$ cat src/rtl/vga_layer_compositor.sv
// ---------------------------------------------------------------------------
// vga_layer_compositor
//
// Three-stage pixel compositor. It merges a tile-map background with
// NUM_SPRITES prioritised sprites that can have transparent pixels.
// Channel 0 has the highest priority.
//
//   S0 (edge after the pixel is presented)
//       Registers the tile-map address and the sprite ROM address of the
//       winning sprite.
//   S1 (next edge)
//       The external memories return tile_code, spr_rgb and spr_opaque
//       while the S0 addresses are held. The tile code is passed through
//       the palette and registered, together with the sprite colour.
//   S2 (next edge)
//       Output register: the sprite colour if the winning sprite pixel is
//       opaque, otherwise the background colour.
//
// A pixel presented in cycle N appears on red/green/blue in cycle N+3.
// Sprite positions are double-buffered: game logic writes the shadow
// inputs (*_in), and frame_start copies them into the active registers.
//
// Optional build macro: VGA_COMPOSITOR_COLLISION_EN
//   Adds the output collision[NUM_SPRITES-1:0]. Bit j is set for a frame
//   when sprite 0 and sprite j were hit by the same visible pixel in the
//   previous frame.
//
// Ports:
//   clk, reset_n                   pixel clock, async active-low reset
//   frame_start                    start-of-vblank pulse; latches shadows
//   pixel_valid, row, col          pixel currently presented
//   sprite_x_in/_y_in/_en_in       shadow sprite positions and enables
//   tile_addr_row/_col, tile_code  tile-map memory interface
//   spr_index/_lx/_ly, spr_rgb,
//   spr_opaque                     sprite ROM interface
//   out_valid, red, green, blue    composited pixel
// ---------------------------------------------------------------------------
module vga_layer_compositor #(
  parameter int NUM_SPRITES = 4,
  parameter int SPRITE_SIZE = 42,
  parameter int BLOCK_WIDTH = 40,
  parameter int MAP_ROWS    = 12,
  parameter int MAP_COLS    = 17,
  parameter int COORD_W     = 11,
  parameter int COLOR_W     = 4,
  localparam int IDX_W      = (NUM_SPRITES > 1) ? $clog2(NUM_SPRITES) : 1
) (
  input  logic                           clk,
  input  logic                           reset_n,
  input  logic                           frame_start,
  input  logic                           pixel_valid,
  input  logic [9:0]                     row,
  input  logic [9:0]                     col,
  input  logic [NUM_SPRITES*COORD_W-1:0] sprite_x_in,
  input  logic [NUM_SPRITES*COORD_W-1:0] sprite_y_in,
  input  logic [NUM_SPRITES-1:0]         sprite_en_in,
  output logic [3:0]                     tile_addr_row,
  output logic [4:0]                     tile_addr_col,
  input  logic [7:0]                     tile_code,
  output logic [IDX_W-1:0]               spr_index,
  output logic [5:0]                     spr_lx,
  output logic [5:0]                     spr_ly,
  input  logic [3*COLOR_W-1:0]           spr_rgb,
  input  logic                           spr_opaque,
  output logic                           out_valid,
  output logic [COLOR_W-1:0]             red,
  output logic [COLOR_W-1:0]             green,
  output logic [COLOR_W-1:0]             blue
`ifdef VGA_COMPOSITOR_COLLISION_EN
  ,
  output logic [NUM_SPRITES-1:0]         collision
`endif
);

  // One extra bit so that col - x cannot overflow for any coordinate.
  localparam int CW    = COORD_W + 1;
  localparam int RGB_W = 3 * COLOR_W;
  localparam logic signed [CW-1:0] SIZE_S = CW'(SPRITE_SIZE);
  localparam logic signed [CW-1:0] ZERO_S = '0;

  // Active (displayed) sprite registers.
  logic signed [COORD_W-1:0] act_x_reg [NUM_SPRITES];
  logic signed [COORD_W-1:0] act_y_reg [NUM_SPRITES];
  logic [NUM_SPRITES-1:0]    act_en_reg;

  always_ff @(posedge clk or negedge reset_n) begin
    if (!reset_n) begin
      for (int i = 0; i < NUM_SPRITES; i++) begin
        act_x_reg[i] <= '0;
        act_y_reg[i] <= '0;
      end
      act_en_reg <= '0;
    end else if (frame_start) begin
      for (int i = 0; i < NUM_SPRITES; i++) begin
        act_x_reg[i] <= sprite_x_in[i*COORD_W +: COORD_W];
        act_y_reg[i] <= sprite_y_in[i*COORD_W +: COORD_W];
      end
      act_en_reg <= sprite_en_in;
    end
  end

  // Per-channel hit test on the sprite-local offset. For both axes,
  // 0 <= offset < SPRITE_SIZE is the same half-open box test as
  // x <= col < x + SPRITE_SIZE. Sprites that are partly off-screen clip
  // through this test without extra logic.
  logic signed [CW-1:0] col_s, row_s;
  logic [NUM_SPRITES-1:0] hit;
  logic [5:0] lx_c [NUM_SPRITES];
  logic [5:0] ly_c [NUM_SPRITES];

  assign col_s = CW'(col);
  assign row_s = CW'(row);

  generate
    for (genvar gi = 0; gi < NUM_SPRITES; gi++) begin : g_hit
      logic signed [CW-1:0] dx, dy;
      assign dx = col_s - CW'(act_x_reg[gi]);
      assign dy = row_s - CW'(act_y_reg[gi]);
      assign hit[gi] = act_en_reg[gi] && (dx >= ZERO_S) && (dx < SIZE_S) &&
                       (dy >= ZERO_S) && (dy < SIZE_S);
      assign lx_c[gi] = dx[5:0];
      assign ly_c[gi] = dy[5:0];
    end
  endgenerate

  // Priority select. Scanning from the top channel down means the lowest
  // hitting index is assigned last and wins.
  logic             win_hit;
  logic [IDX_W-1:0] win_idx;
  logic [5:0]       win_lx, win_ly;

  always_comb begin
    win_hit = 1'b0;
    win_idx = '0;
    win_lx  = '0;
    win_ly  = '0;
    for (int i = NUM_SPRITES - 1; i >= 0; i--) begin
      if (hit[i]) begin
        win_hit = 1'b1;
        win_idx = IDX_W'(i);
        win_lx  = lx_c[i];
        win_ly  = ly_c[i];
      end
    end
  end

  // Tile coordinates. They are clamped so that a blanking-interval row or
  // column can never address outside the map.
  logic [9:0] tile_row_q, tile_col_q;
  assign tile_row_q = row / 10'(BLOCK_WIDTH);
  assign tile_col_q = col / 10'(BLOCK_WIDTH);

  // S0 stage registers.
  logic hit0_reg, valid0_reg;

  always_ff @(posedge clk or negedge reset_n) begin
    if (!reset_n) begin
      tile_addr_row <= '0;
      tile_addr_col <= '0;
      spr_index     <= '0;
      spr_lx        <= '0;
      spr_ly        <= '0;
      hit0_reg      <= 1'b0;
      valid0_reg    <= 1'b0;
    end else begin
      tile_addr_row <= (tile_row_q >= 10'(MAP_ROWS)) ? 4'(MAP_ROWS - 1) : 4'(tile_row_q);
      tile_addr_col <= (tile_col_q >= 10'(MAP_COLS)) ? 5'(MAP_COLS - 1) : 5'(tile_col_q);
      spr_index     <= win_idx;
      spr_lx        <= win_lx;
      spr_ly        <= win_ly;
      hit0_reg      <= win_hit;
      valid0_reg    <= pixel_valid;
    end
  end

  // Tile palette: converts a tile code to an {r,g,b} colour.
  function automatic logic [RGB_W-1:0] palette(input logic [7:0] code);
    case (code)
      8'd1:       palette = {COLOR_W'(0),  COLOR_W'(9),  COLOR_W'(15)};
      8'd2:       palette = {COLOR_W'(8),  COLOR_W'(4),  COLOR_W'(3)};
      8'd3:       palette = {COLOR_W'(0),  COLOR_W'(15), COLOR_W'(2)};
      8'd4:       palette = {COLOR_W'(15), COLOR_W'(13), COLOR_W'(0)};
      8'd5, 8'd6: palette = {COLOR_W'(15), COLOR_W'(15), COLOR_W'(15)};
      default:    palette = '0;
    endcase
  endfunction

  // S1 stage: memory data is captured; the sprite colour is delayed
  // alongside the palette colour so that both stay aligned.
  logic [RGB_W-1:0] pal_reg, spr_rgb_reg;
  logic             spr_opaque_reg, hit1_reg, valid1_reg;

  always_ff @(posedge clk or negedge reset_n) begin
    if (!reset_n) begin
      pal_reg        <= '0;
      spr_rgb_reg    <= '0;
      spr_opaque_reg <= 1'b0;
      hit1_reg       <= 1'b0;
      valid1_reg     <= 1'b0;
    end else begin
      pal_reg        <= palette(tile_code);
      spr_rgb_reg    <= spr_rgb;
      spr_opaque_reg <= spr_opaque;
      hit1_reg       <= hit0_reg;
      valid1_reg     <= valid0_reg;
    end
  end

  // S2 output register. A transparent winner falls back to the background
  // and never to a lower-priority sprite.
  always_ff @(posedge clk or negedge reset_n) begin
    if (!reset_n) begin
      out_valid            <= 1'b0;
      {red, green, blue}   <= '0;
    end else begin
      out_valid <= valid1_reg;
      if (!valid1_reg)
        {red, green, blue} <= '0;
      else if (hit1_reg && spr_opaque_reg)
        {red, green, blue} <= spr_rgb_reg;
      else
        {red, green, blue} <= pal_reg;
    end
  end

`ifdef VGA_COMPOSITOR_COLLISION_EN
  // Sticky per-frame overlap record. Each frame_start publishes it and
  // clears it. Bit 0 (sprite 0 against itself) is never set.
  logic [NUM_SPRITES-1:0] sticky_reg;
  localparam logic [NUM_SPRITES-1:0] NOT_BIT0 = ~NUM_SPRITES'(1);

  always_ff @(posedge clk or negedge reset_n) begin
    if (!reset_n) begin
      sticky_reg <= '0;
      collision  <= '0;
    end else if (frame_start) begin
      collision  <= sticky_reg & NOT_BIT0;
      sticky_reg <= '0;
    end else if (pixel_valid && hit[0]) begin
      sticky_reg <= sticky_reg | (hit & NOT_BIT0);
    end
  end
`endif

endmodule

$ cat config.mk
export PLATFORM = sky130hd
export DESIGN_NAME = vga_layer_compositor
export DESIGN_NICKNAME = d
export VERILOG_FILES = /design/src/rtl/vga_layer_compositor.sv
export SDC_FILE = /design/constraint.sdc
export NUM_CORES = 1
export LEC_CHECK = 0
export CAP_MARGIN = 20
export CORE_AREA = 2 2 157 129
export CTS_BUF_LIST = sky130_fd_sc_hd__clkbuf_8 sky130_fd_sc_hd__clkbuf_16
export CTS_CLUSTER_DIAMETER = 120
export DETAILED_ROUTE_END_ITERATION = 10
export DIE_AREA = 0 0 159 131
export GPL_TIMING_DRIVEN = 0
export PLACE_DENSITY = 0.8
export SLEW_MARGIN = 10
export SYNTH_ARGS = -nofsm -noshare
export SYNTH_HDL_FRONTEND = slang
export SYNTH_SLANG_ARGS = --single-unit
$ cat constraint.sdc
create_clock -name clk -period 4 [get_ports clk]
set_input_delay 1 -clock clk [delete_from_list [all_inputs] [get_ports clk]]
set_output_delay 1 -clock clk [all_outputs]
set_load 0.01 [all_outputs]
==> results.ini, run 1 <==
[timing]
hold_viol=0
skew_ns=0.0141
maxSlewViolCount=0
timing.final.crit_share_pct=98.1
relSlewSlack_pct=43.6
worst_slew_pin_slew_ns=0.847
max_freq_ghz=0.255
grt_setup_unrepaired=yes
setup_viol=0
whs_ns=0.355
setup_ws_ns=0.0777
fin_crit_ns=3.92

[floorplanning]
die_x_um=159
die_height_um=131
initial_core_util_pct=52.9
dieArea_sq_um=20800
num_rows=46
core_area_sq_um=19300
pin_count=173

[clock_network]
clock_sinks=153
cts_max_level=4
root_buffer=clkbuf_16
path_clk_slew_ns=0.07
ctsHoldBuffers=0
clockBufferDepth=2
cts_tree=built
numCtsBuffers=17
clk_latency_ns=0.45

[yosys]
synthTopCellsByArea=dfrtp_1 37%, ha_1 9.8%, o21ai_0 5.7%
seq_area_frac_synth_pct=37.4
synth.top_cell.area_share_pct=37.4
synth-edff-count=0
postSynthAreaPerCell_sq_um=8.95
synthCells=1143
synth-main-ff-cell=dfrtp_1
ys_seq_elements=153
syn_nets=1368
yosysWarnings=0
synthArstFlopShare_pct=100
ys_types=85
syn-cell-area_sq_um=10200
synth_top_area_cell=dfrtp_1

[global_routing]
top_usage_layer=met2
met1_usage_pct=38.9
use_met3_pct=5.11
first_global_vias=9070
antenna_found_initial=0
grt_overflow=0
grt_usage_pct=28.5
met2_usage_pct=47.3
grt_pass1_wl_mm=46.5
grt_max_degree=89

[placement]
globalplace.congestion=0.944
io_buffer_count=168
post-place-ws_ns=-0.880
dp_hpwl_mm=22.1
dp.cells=1576
dpl_cell_area_sq_um=12300

[flow_run]
max-cap-violations=0

[route]
vias=9314
drt_iter0_drc=628
dr.pass1.iters=5
finalWirelength_mm=29.5
ant_nets=0
via_per_inst=5.76
drc=0
wl_per_cell_um=18.2

[pwr]
p_int_uw=3140
ir_drop_uv=274
clkPwrFrac_pct=34.6
p_leak_uw=0.00589
pwr_density_cell_nw_per_um2=365
netSwitchingFraction_pct=35.1
power.switching_uw=1700
seqPwrFrac_pct=34.9
p_comb_share_pct=30.5

[finish]
area_delta_synth_final_pct=29.7
seqCellArea_sq_um=3830
antenna_cells=0
nFillCells=1511
final_cell_area_sq_um=13300
drive_gt1_share_pct=11.6
finalNonFillerCells=1616
multi_input_area_sq_um=6120
nets=1564

[critical_path]
path_class=primary input to register
worstPathArrival_ns=4.29
cp_max_fo=4
endpoint_kind=register
critPathRequiredTime_ns=4.37
cp-start-kind=primary input

[hold_path]
hp-class=register to register

[status]
outcome=completed

-- power by group through the flow --
stage	Sequential (uW)	Clock (uW)	Combinational [uW]
2_1_floorplan	1710	0	929
3_3_place_gp	1720	0	1350
3_5_place_dp	1720	0	1380
4_1_cts	1690	1680	1430
5_1_grt	1700	1750	1620
6_report	1690	1680	1470
-- cells by family after synthesis --
group           count (synthesis)  synth area share, %
compound gates                348                 23.3
xor+xnor                       34                 2.91
fa+ha+maj                      91                 11.6
buf+inv                       151                 5.87
flops                         153                 37.4
mux                            32                 3.40
simple gates                  334                 15.4
-- cell usage in the layout, fill, tap and decap left out, drive strengths merged, types with 12 or more instances in the layout --
master,count
buf,17
nor3,26
xor2,13
dfrtp,153
a21o,15
nand2b,19
xnor2,21
mux2,22
o21a,15
ha,80
inv,122
nor2,71
o41ai,12
clkbuf,52
nor2b,19
o22ai,15
nand2,143
o21ai,119
a21oi,44
clkdlybuf4s50,147
a21boi,18
-- worst paths after layout --
| kind | from | to | slack [ns] | depth (start not counted) |
|---|---|---|---|---|
| min reg2reg | hit0_reg | hit1_reg | 0.35 | 0 |
| max | col[0] | spr_lx[5] | 0.08 | 14 |
| max in group asynchronous | reset_n | act_x_reg[15] | 2.73 | 2 |
| min | hit0_reg | hit1_reg | 0.35 | 0 |
| max reg2reg | act_x_reg[0] | spr_lx[5] | 0.62 | 12 |
| min in group asynchronous | reset_n | act_y_reg[25] | 0.47 | 1 |
-- stage by stage --
| stage | setup TNS, ns | power [uW] | utilization [%] |
|---|---|---|---|
| 4_1_cts | 0 | 4810 | 68.2 |
| 3_5_place_dp | -11.49 | 3100 | 63.5 |
| 3_3_place_gp | -641.81 | 3070 | 63.3 |
| 6_report | 0 | 4840 | 68.6 |
| 5_1_grt | -0.0451 | 5070 | 68.6 |
| 2_1_floorplan | 0 | 2640 | - |
-- routing by layer --
metal | routed length [um] | vias up
met3 | 2140 | 45
met1 | 13000 | 4446
met4 | 549 | 0
met2 | 13800 | 362
met5 | 0 | -
li1 | - | 4461
-- synth_stat cells (6+ instances only) --
library cell and instances:
o41ai_1 12, o21a_1 15, o21ai_0 117, mux2i_1 10, nand3_1 7, ha_1 80
nand3b_1 6, a21boi_0 18, nor3_1 25, dfrtp_1 153, nand2_1 143, nor2b_1 17
a211oi_1 8, a21oi_1 44, xor2_1 13, o311ai_0 6, a21o_1 14, nand2b_1 19
nand4_1 6, inv_1 112, o21bai_1 6, or2_2 8, a311oi_1 9, mux2_2 22
xnor2_1 21, o211ai_1 8, o31ai_1 6, clkbuf_1 31, o22ai_1 15, fa_1 8
nor2_1 70, a31oi_1 9
-- critical path, cell delays in order --
cell	delay, ns
dlygate4sd2_1	0.23
inv_2	0.11
ha_1	0.20
inv_1	0.07
fa_1	0.40
a21oi_1	0.22
o211ai_1	0.20
a311oi_2	0.33
mux2i_1	0.11
a31oi_1	0.19
nand4_1	0.21
or3_1	0.41
a211oi_2	0.38
o22a_1	0.23
-- final cells by class --
type | count | area share (%)
Sequential cell | 153 | 28.8
Timing Repair Buffer | 177 | 13.3
Clock buffer | 17 | 3.21
Multi-Input combinational cell | 839 | 46.1
Clock inverter | 15 | 1.40
Tap cell | 264 | 2.49
Buffer | 38 | 1.40
Inverter | 113 | 3.21
-- timing repair --
action	4_1_cts	5_1_grt
pin swaps	18	0
setup buffers	7	1
gates resized for setup	64	30
setup endpoints to repair	15	15
(Power assumes the default switching activity.)
==> run 2, diff against run 1 <==
CORE_AREA = 2 2 172 140   (was 2 2 157 129)
DIE_AREA = 0 0 174 142   (was 0 0 159 131)
PLACE_DENSITY = 0.69   (was 0.8)
==> results.ini, run 2 (synthesis results as in run 1) <==
[status]
outcome=completed

[clock_network]
clk_latency_ns=0.45
cts_tree=built
root_buffer=clkbuf_16
cts_max_level=4
clockBufferDepth=2
path_clk_slew_ns=0.06
numCtsBuffers=17
clock_sinks=153
ctsHoldBuffers=0

[pwr]
p_comb_share_pct=30.5
netSwitchingFraction_pct=33.4
p_int_uw=3300
seqPwrFrac_pct=34.1
pwr_density_cell_nw_per_um2=368
clkPwrFrac_pct=35.4
p_total_uw=4960
power.switching_uw=1660
p_leak_uw=0.00595
ir_drop_uv=270

[finish]
nFillCells=2066
finalNonFillerCells=1665
area_delta_synth_final_pct=31.7
final_common_cell=dfrtp_1
seqCellArea_sq_um=3830
antenna_cells=0
drive_gt1_share_pct=12.7
multi_input_area_sq_um=6260
final_cell_mix=153 x dfrtp_1, 148 x clkdlybuf4s50_1, 143 x nand2_1, 116 x o21ai_0, 110 x inv_1
nets=1565

[timing]
timing.final.crit_share_pct=99.2
hold_viol=0
relSlewSlack_pct=41.5
fin_tns_setup_ns=0
worst_slew_pin_slew_ns=0.878
maxSlewViolCount=0
max_freq_ghz=0.252
setup_ws_ns=0.0330
fin_crit_ns=3.97
skew_ns=0.0188
setup_viol=0

[route]
drt_iter0_drc=593
topRoutingLayerUsed=met4
route.met2.wl_mm=13.5
drc=0
met1_length_mm=14.4
ant_nets=0
via_per_inst=5.57
wl_per_cell_um=18.1
vias=9274
met3WireLength_mm=1.86
finalWirelength_mm=30.1
dr.pass1.iters=5

[critical_path]
cp_max_fo=10
critPathRequiredTime_ns=4.34
cp-start-kind=primary input
worstPathArrival_ns=4.31
endpoint_kind=register
path_class=primary input to register

[hold_path]
hp-class=register to register

[global_routing]
grt_max_degree=88
antenna_found_initial=0
grt_pass1_wl_mm=47.9
first_global_vias=8913
grt_overflow=0
grt_usage_pct=24.9

[placement]
globalplace.congestion=0.914
post-place-ws_ns=-0.862
dp.cells=1624
dp_hpwl_mm=22.8
io_buffer_count=168

[floorplanning]
initial_core_util_pct=44.5
core_area_sq_um=23000
num_rows=50
die_height_um=142
pin_count=173
dieArea_sq_um=24700
die_x_um=174

[flow_run]
max-cap-violations=0

## run 2: cell count changes in the layout (fill, tap and decap cells not counted), sizes merged
cell           change
bufinv             +3
clkinv             -3
buf                +2
clkbuf             -2
dlygate4sd2        -2
clkdlybuf4s50      +1
dlymetal6s2s       +1
or4                +1
## run 2: path summary, 6_finish.rpt
check	to	startpoint	depth (start not counted)	slack, ns
worst max-delay path	spr_lx[1]	row[4]	11	0.03
worst min-delay path	hit1_reg	hit0_reg	0	0.35
worst max register to register	spr_lx[1]	act_y_reg[11]	12	0.65
worst min register to register	hit1_reg	hit0_reg	0	0.35
max in group asynchronous	act_x_reg[11]	reset_n	2	2.67
min in group asynchronous	act_y_reg[26]	reset_n	1	0.51
## run 2: area by class of cell
class                           count  share of cell area (%)
Multi-Input combinational cell    840                    46.4
Sequential cell                   153                    28.4
Timing Repair Buffer              178                    13.2
Inverter                          113                    3.16
Clock buffer                       17                    3.15
Tap cell                          312                    2.90
Clock inverter                     15                    1.48
Buffer                             37                    1.31
## run 2: critical path, stage by stage
cell and delay [ns]:
dlygate4sd2_1 0.56, ha_1 0.40, a21oi_1 0.26, o221ai_2 0.14, a21oi_2 0.16, mux2i_1 0.23, nand4_1 0.21, or4_2 0.82
nor2_1 0.23, a311oi_4 0.08, o2bb2ai_2 0.22
## run 2: metal layers
metal	GRT usage [%]	up-vias
met5	0	-
li1	-	4470
met1	36.9	4469
met4	5.88	0
met2	38.3	309
met3	3.85	26
## run 2: timing repair
item / CTS / global route
setup endpoints to repair: 15 / 15
setup buffers: 1 / 7
resized for setup: 57 / 58
gates cloned: 1 / 1
pin swaps: 12 / 25
hold endpoints to repair: 0 / 0
## run 2: power by group through the flow
stage | registers (uW) | logic [uW] | clock network (uW)
floorplan | 1710 | 929 | 0
global placement | 1720 | 1370 | 0
detailed placement | 1720 | 1390 | 0
CTS | 1690 | 1430 | 1780
global route | 1700 | 1670 | 1840
finish | 1690 | 1510 | 1760
## run 2: metrics by stage
step	hold slack [ns]	util [%]	cell area [sq um]
floorplan	0.331	-	10200
detailed placement	0.337	53.6	12300
global route	0.357	58.6	13500
global placement	0.334	53.5	12300
finish	0.349	58.6	13500
CTS	0.352	57.3	13200
==> run 3, diff against run 2 <==
CORE_AREA = 2 2 157 129   (was 2 2 172 140)
DIE_AREA = 0 0 159 131   (was 0 0 174 142)
GPL_ROUTABILITY_DRIVEN = 0   (was unset)
PLACE_DENSITY = 0.8   (was 0.69)
SLEW_MARGIN = 20   (was 10)
==> results.ini, run 3 (synthesis results as in run 1) <==
[status]
outcome=completed

[clock_network]
clockBufferDepth=2
path_clk_slew_ns=0.07
root_buffer=clkbuf_16
ctsHoldBuffers=0
cts_max_level=4
clock_sinks=153
clk_latency_ns=0.44
cts_tree=built
numCtsBuffers=17

[route]
dr.pass1.iters=5
drc=0
vias=9489
ant_nets=0
via_per_inst=5.86
finalWirelength_mm=29.4
drt_iter0_drc=835
wl_per_cell_um=18.2

[critical_path]
endpoint_kind=register
cp-start-kind=primary input
critPathRequiredTime_ns=4.29
worstPathArrival_ns=4.21
r2r_slack_ns=0.62
cp_max_fo=9
path_class=primary input to register

[finish]
area_delta_synth_final_pct=30.9
final_cell_mix=153 x dfrtp_1, 148 x clkdlybuf4s50_1, 143 x nand2_1, 116 x o21ai_0, 110 x inv_1
final_util_pct=69.3
drive_gt1_share_pct=12.3
nets=1567
seqCellArea_sq_um=3830
antenna_cells=0
multi_input_area_sq_um=6190
final_common_cell=dfrtp_1
nFillCells=1456

[timing]
skew_ns=0.0125
setup_viol=0
relSlewSlack_pct=43.1
fin_crit_ns=3.92
hold_viol=0
worst_slew_pin_slew_ns=0.853
timing.final.crit_share_pct=97.9
maxSlewViolCount=0
max_freq_ghz=0.255

[pwr]
pwr_density_cell_nw_per_um2=363
ir_drop_uv=282
p_total_uw=4860
p_leak_uw=0.00596

[floorplanning]
die_x_um=159
dieArea_sq_um=20800
num_rows=46
die_height_um=131
initial_core_util_pct=52.9
pin_count=173
core_area_sq_um=19300

[global_routing]
grt_overflow=0
antenna_found_initial=0
first_global_vias=8831
grt_max_degree=78
grt_usage_pct=27.9
grt_pass1_wl_mm=45.5

[placement]
dp_hpwl_mm=21.5
io_buffer_count=168

[flow_run]
max-cap-violations=0

[hold_path]
hp-class=register to register

## run 3: cell count changes in the layout (fill, tap and decap cells not counted), moves of 3 or more
cell / before / now
clkinv_8: 0 / 6
inv_6: 7 / 1
bufinv_16: 3 / 0
inv_8: 2 / 5
## run 3: per-stage QoR
stage / cell area, sq um / instances / setup WS [ns] / TNS, ns / hold WS (ns)
finish: 13400 / 1619 / 0.0820 / 0 / 0.352
global route: 13400 / 1619 / -0.00438 / -0.00438 / 0.358
CTS: 13100 / 1611 / 0.00382 / 0 / 0.355
detailed placement: 12300 / 1576 / -0.864 / -11.29 / 0.339
global placement: 12200 / 1575 / -4.22 / -653.64 / 0.334
floorplan: 10200 / 1143 / 0.190 / 0 / 0.331
## run 3: critical path: stages
cell	delay, ns
dlygate4sd2_1	0.41
ha_2	0.48
and2_4	0.19
o211ai_2	0.12
a32oi_2	0.30
mux2i_1	0.22
nand4_1	0.18
or4_4	0.63
buf_12	0.18
a311oi_4	0.34
o32ai_4	0.15
## run 3: metal layers
| metal | part of all wire [%] | GRT usage [%] | wire length, um | vias to the layer above |
|---|---|---|---|---|
| met2 | 46 | 45.5 | 13700 | 384 |
| met1 | 43 | 38.0 | 12600 | 4571 |
| met5 | 0 | 0 | 0 | - |
| met4 | 2.2 | 8.45 | 636 | 0 |
| met3 | 8.5 | 5.74 | 2490 | 58 |
| li1 | - | - | - | 4476 |
## run 3: area by class of cell
cell class,instances,area share (%)
Tap cell,264,2.47
Clock buffer,17,3.18
Clock inverter,15,1.47
Inverter,113,3.17
Sequential cell,153,28.6
Multi-Input combinational cell,840,46.2
Timing Repair Buffer,180,13.6
Buffer,37,1.38
## run 3: worst paths after layout
check | from | end | cells after the start
max in group asynchronous | reset_n | act_x_reg[10] | 2
min reg2reg | valid0_reg | valid1_reg | 0
max | col[3] | spr_ly[4] | 11
max reg2reg | act_x_reg[11] | spr_ly[4] | 12
min in group asynchronous | reset_n | act_y_reg[25] | 1
min | valid0_reg | valid1_reg | 0
## run 3: repair_timing
item / in CTS / in global routing
buffers inserted: 3 / 7
setup endpoints to repair: 15 / 15
gates cloned: 0 / 2
pin swaps: 13 / 23
resized for setup: 53 / 49
## run 3: power by group
group          switching (uW)  total [uW]  internal, uW  leakage (uW)
Clock                     806        1660           857      0.000301
Sequential               41.0        1690          1650       0.00190
Combinational             858        1510           647       0.00375
Total                    1710        4860          3150       0.00596
